[src/rtl/fpu_mailbox_host.sv]
// Host-side mailbox driver: writes a 9-byte FPU request frame into shared RAM,
// waits for the engine, then reads back the 4-byte result and offers it on a valid/ready port.
module fpu_mailbox_host #(
  parameter int unsigned           addr_width  = 8,
  parameter logic [addr_width-1:0] OPD_BASE    = '0,
  parameter logic [addr_width-1:0] RES_BASE    = addr_width'(8'h1B),
  parameter int unsigned           WAIT_CYCLES = 260
) (
  input  logic                  clk,
  input  logic                  rst_n,
  input  logic                  req_valid,
  output logic                  req_ready,
  input  logic [31:0]           req_a,
  input  logic [31:0]           req_b,
  input  logic [7:0]            req_op,
  output logic                  rsp_valid,
  input  logic                  rsp_ready,
  output logic [31:0]           rsp_result,
  output logic                  busy,
  output logic [addr_width-1:0] addr,
  output logic [7:0]            data_out,
  input  logic [7:0]            data_in,
  output logic                  wen
);

  typedef enum logic [2:0] {
    S_IDLE,
    S_WRITE,
    S_WAIT,
    S_READ,
    S_RESP
  } state_t;

  localparam logic [15:0] WAIT_LAST = 16'(WAIT_CYCLES - 1);

  state_t       state, state_next;
  logic [3:0]   cnt;
  logic [15:0]  wcnt;
  logic [71:0]  frame;

  always_ff @(posedge clk or negedge rst_n) begin
    if (!rst_n) state <= S_IDLE;
    else        state <= state_next;
  end

  always_comb begin
    state_next = state;
    case (state)
      S_IDLE:  if (req_valid) state_next = S_WRITE;
      S_WRITE: if (cnt == 4'd8) state_next = (WAIT_CYCLES == 0) ? S_READ : S_WAIT;
      S_WAIT:  if (wcnt == WAIT_LAST) state_next = S_READ;
      S_READ:  if (cnt == 4'd4) state_next = S_RESP;
      S_RESP:  if (rsp_ready) state_next = S_IDLE;
      default: state_next = S_IDLE;
    endcase
  end

  assign req_ready = (state == S_IDLE);
  assign busy      = (state != S_IDLE);
  assign rsp_valid = (state == S_RESP);

  always_ff @(posedge clk or negedge rst_n) begin
    if (!rst_n) begin
      cnt        <= '0;
      wcnt       <= '0;
      frame      <= '0;
      addr       <= '0;
      data_out   <= '0;
      wen        <= 1'b0;
      rsp_result <= '0;
    end else begin
      case (state)
        S_IDLE: begin
          if (req_valid) begin
            wen      <= 1'b1;
            addr     <= OPD_BASE;
            data_out <= req_a[31:24];
            // Remaining 8 bytes queued MSB-first; shifted out one per WRITE cycle.
            frame    <= {req_a[23:0], req_b, req_op, 8'h00};
            cnt      <= '0;
          end
        end
        S_WRITE: begin
          if (cnt == 4'd8) begin
            wen      <= 1'b0;
            addr     <= (WAIT_CYCLES == 0) ? RES_BASE : '0;
            data_out <= '0;
            cnt      <= '0;
            wcnt     <= '0;
          end else begin
            cnt      <= cnt + 4'd1;
            addr     <= addr + addr_width'(1);
            data_out <= frame[71:64];
            frame    <= {frame[63:0], 8'h00};
          end
        end
        S_WAIT: begin
          wcnt <= wcnt + 16'd1;
          if (wcnt == WAIT_LAST) begin
            addr <= RES_BASE;
            cnt  <= '0;
          end
        end
        S_READ: begin
          // RAM data lags the address by one cycle, so byte k-1 lands in read cycle k.
          if (cnt < 4'd3) addr <= addr + addr_width'(1);
          case (cnt)
            4'd1:    rsp_result[31:24] <= data_in;
            4'd2:    rsp_result[23:16] <= data_in;
            4'd3:    rsp_result[15:8]  <= data_in;
            4'd4:    rsp_result[7:0]   <= data_in;
            default: ;
          endcase
          cnt <= (cnt == 4'd4) ? 4'd0 : cnt + 4'd1;
        end
        default: ;
      endcase
    end
  end

endmodule

[config.mk]
export PLATFORM = sky130hd
export DESIGN_NAME = fpu_mailbox_host
export DESIGN_NICKNAME = d
export VERILOG_FILES = /design/src/rtl/fpu_mailbox_host.sv
export SDC_FILE = /design/constraint.sdc
export NUM_CORES = 1
export LEC_CHECK = 0
export ABC_AREA = 1
export ABC_CLOCK_PERIOD_IN_PS = 2700
export CAP_MARGIN = 40
export CORE_ASPECT_RATIO = 0.5
export CORE_MARGIN = 1.5
export CORE_UTILIZATION = 55
export DETAILED_ROUTE_END_ITERATION = 10
export GPL_ROUTABILITY_DRIVEN = 0
export PLACE_DENSITY = 0.84
export SLEW_MARGIN = 20
export SYNTH_ARGS = -nofsm -noshare
export SYNTH_HDL_FRONTEND = slang
export SYNTH_SLANG_ARGS = --single-unit
[constraint.sdc]
create_clock -name clk -period 2.7 [get_ports clk]
set_input_delay 0.675 -clock clk [delete_from_list [all_inputs] [get_ports clk]]
set_output_delay 0.675 -clock clk [all_outputs]
set_load 0.03 [all_outputs]
==> impl_metrics.csv <==
group,metric,value,unit
run_status,status,"completed",
floorplan,core-area,11900,um2
detailed_routing,ant_nets,0,
timing,finalClockSkew,0.00775,ns
final_layout,fin_util,74.6,%
power_and_ir_drop,pwr-share-clk,20.8,%
power_and_ir_drop,intPower,6410,uW
synthesis,ys_ff_latch,136,
synthesis,ys_seq_area_share,49.8,%
synthesis,synth_top_family_by_area,"simple AND/OR/NAND/NOR gates",
timing,tns,0,ns
detailed_routing,wl_per_cell,14.6,um
final_layout,layout.nets,1046,
final_layout,final_common_cell,"nand2_1",
timing,period_share,99.3,%
power_and_ir_drop,pwr-share-comb,49.1,%
clocking,cts_tree,"yes",
floorplan,row_count,28,
synthesis,yosys_warnings,0,
global_route,grt_pass1_wl,27.1,mm
synthesis,synth_top_area_share,49.8,%
worst_hold_path,min_path_type,"in2async",
clocking,cts_resized,0,
global_route,grt-ovfl-total,0,
clocking,cts_hold_buf,0,
global_route,grt_pass1_vias,5679,
clocking,postCtsSetupBuffers,0,
clocking,htree_num_levels,4,
power_and_ir_drop,seqPwrFrac,30.1,%
floorplan,die_y,81.8,um
synthesis,ys_top_cells_by_area,"dfrtp_1 (50%), nand2_1 (12%), o21ai_0 (8.8%), inv_1 (5.6%), o21ai_2 (4.6%)",
floorplan,die-area,13100,um2
floorplan,io_pins,136,
final_layout,mostFrequentLayoutCells,"nand2_1 (227), dfrtp_1 (136), clkdlybuf4s50_1 (134)",
detailed_routing,drt-initial-drc-count,497,
synthesis,syn_area,6830,um2
clocking,clock_sinks,136,
floorplan,initial_utilization,57.2,%
power_and_ir_drop,power_density,1280,nW/um2
synthesis,avgSynthCellArea,8.27,um2
place,dp_slack,0.292,ns
final_layout,n_fill_cell,882,
place,hpwl,11.3,mm
timing,relSlewSlack,56.5,%
timing,period_minus_slack,2.68,ns
global_route,grtUsageTotal,26.2,%
synthesis,synth-xor-area-share,0.256,%
synthesis,synth_compound_area_share,18.1,%
detailed_routing,wirelength,16.6,mm
synthesis,synthCells,826,
worst_setup_path,cp-start-kind,"register",
clocking,cts-root-buf,"clkbuf_16",
final_layout,stdcell_count,1134,
power_and_ir_drop,ir_drop,0.000725,V
global_route,antenna_found_initial,0,
synthesis,synth-simple-area-share,21.4,%
detailed_routing,dr.pass1.iters,6,
synthesis,syn_nets,916,
synthesis,synth_top_area_cell,"dfrtp_1",
timing,finalSetupViolCount,0,
detailed_routing,drc_errors,0,
timing,max_freq,373,MHz
clocking,path_clk_slew,0.06,ns
power_and_ir_drop,switching_share,43.8,%
clocking,cts_inserted_buffers,17,
timing,hold_viol,0,
power_and_ir_drop,leakagePower,0.00416,uW
global_route,grt_max_degree,122,
detailed_routing,dr_total_vias,5994,
timing,rsz0062_at_grt,"no",
timing,drv_slew,0,
timing,setup_ws,0.0186,ns
clocking,clock_path_buffers,2,
power_and_ir_drop,p_total,11400,uW
floorplan,die_x,161,um
job,max-cap-violations,0,
worst_setup_path,crit_type,"reg2out",
synthesis,muxShareOfSynthArea,0,%
worst_setup_path,cp-end-kind,"primary output",
worst_setup_path,arrival,2.01,ns
power_and_ir_drop,switchingPower,4990,uW
place,dp.cells,1102,
synthesis,ys_types,35,
final_layout,diodes,0,
final_layout,area_growth_syn_to_layout,30.5,%
worst_setup_path,path_max_fanout,4,
final_layout,drive_gt1_share,11.8,%
timing,tightest_slew,0.650,ns
place,portBuffers,135,
clocking,insertion_delay,0.42,ns
detailed_routing,drt-vias-per-instance,5.29,
worst_setup_path,crit_required,2.03,ns
synthesis,synthAdderAreaFrac,1.10,%
sequential cells by signal, summed over array words and instances, names as in the netlist:
register    flops
state           3
data_out        8
addr            8
rsp_result     32
wen             1
wcnt           16
cnt             4
frame          64
cells in the mapped netlist:
master	count
inv_4	1
nand2_4	2
xor2_1	2
inv_1	102
nand3_1	42
buf_12	1
nand4_1	7
nor2_2	10
nand3b_1	1
buf_2	13
buf_4	1
a31oi_1	1
a22o_1	1
nand2_1	227
o21bai_1	1
clkbuf_1	10
o21ai_0	120
a22oi_1	1
nand2_2	1
nor2_1	36
nor2_8	3
nand3_2	1
ha_1	6
a21oi_1	24
nor3_1	3
o21ai_1	2
nor2_4	3
o21ai_2	36
dfrtp_1	136
o31ai_2	1
a21oi_2	9
o31ai_1	1
o21a_1	8
buf_6	10
inv_2	3
worst paths after layout:
check	slack (ns)	cells past startpoint	endpoint	from
max	0.02	2	rsp_valid	state[1]
min	0.21	1	frame[38]	rst_n
max reg2reg	0.72	8	frame[48]	state[2]
min reg2reg	0.49	2	rsp_result[24]	rsp_result[24]
max in group asynchronous	1.82	2	cnt[0]	rst_n
min in group clk	0.49	2	rsp_result[24]	rsp_result[24]
per-stage QoR:
stage / instance area [um2] / hold slack, ns
after floorplan: 6830 / 0.379
after global placement: 8310 / 0.465
after detailed placement: 8310 / 0.475
after CTS: 8920 / 0.233
after global routing: 8920 / 0.240
final: 8920 / 0.209
layout make-up:
cell class                      instances  area [um2]  area share [%]
Tap cell                              165         206            2.32
Sequential cell                       136        3400            38.2
Inverter                              106         400            4.49
Clock buffer                           18         439            4.93
Timing Repair Buffer                  146        1510            16.9
Multi-Input combinational cell        549        2790            31.3
Clock inverter                         14         165            1.85
per-layer routing:
layer	share of wire (%)	up-vias	track usage [%]
li1	-	2920	-
met1	45	2848	33.9
met2	49	196	45.3
met3	5.2	30	5.25
met4	1.3	0	7.85
met5	0	-	0
critical path, stage by stage (launching register included):
cell	delay, ns
dfrtp_1	0.45
nor3_1	0.38
clkdlybuf4s50_1	0.76
cells by family after synthesis:
family | after synthesis
simple gates | 336
compound gates | 205
buf+inv | 141
flops | 136
fa+ha+maj | 6
xor+xnor | 2
power by group through the flow:
stage                     Clock (uW)  Combinational, uW  Sequential, uW
after global routing            2490               6160            3520
after floorplan                    0               3330            4020
after detailed placement           0               5510            3450
final                           2370               5590            3430
after global placement             0               5310            3410
after CTS                       2380               5610            3420
(Power assumes the default switching activity.)
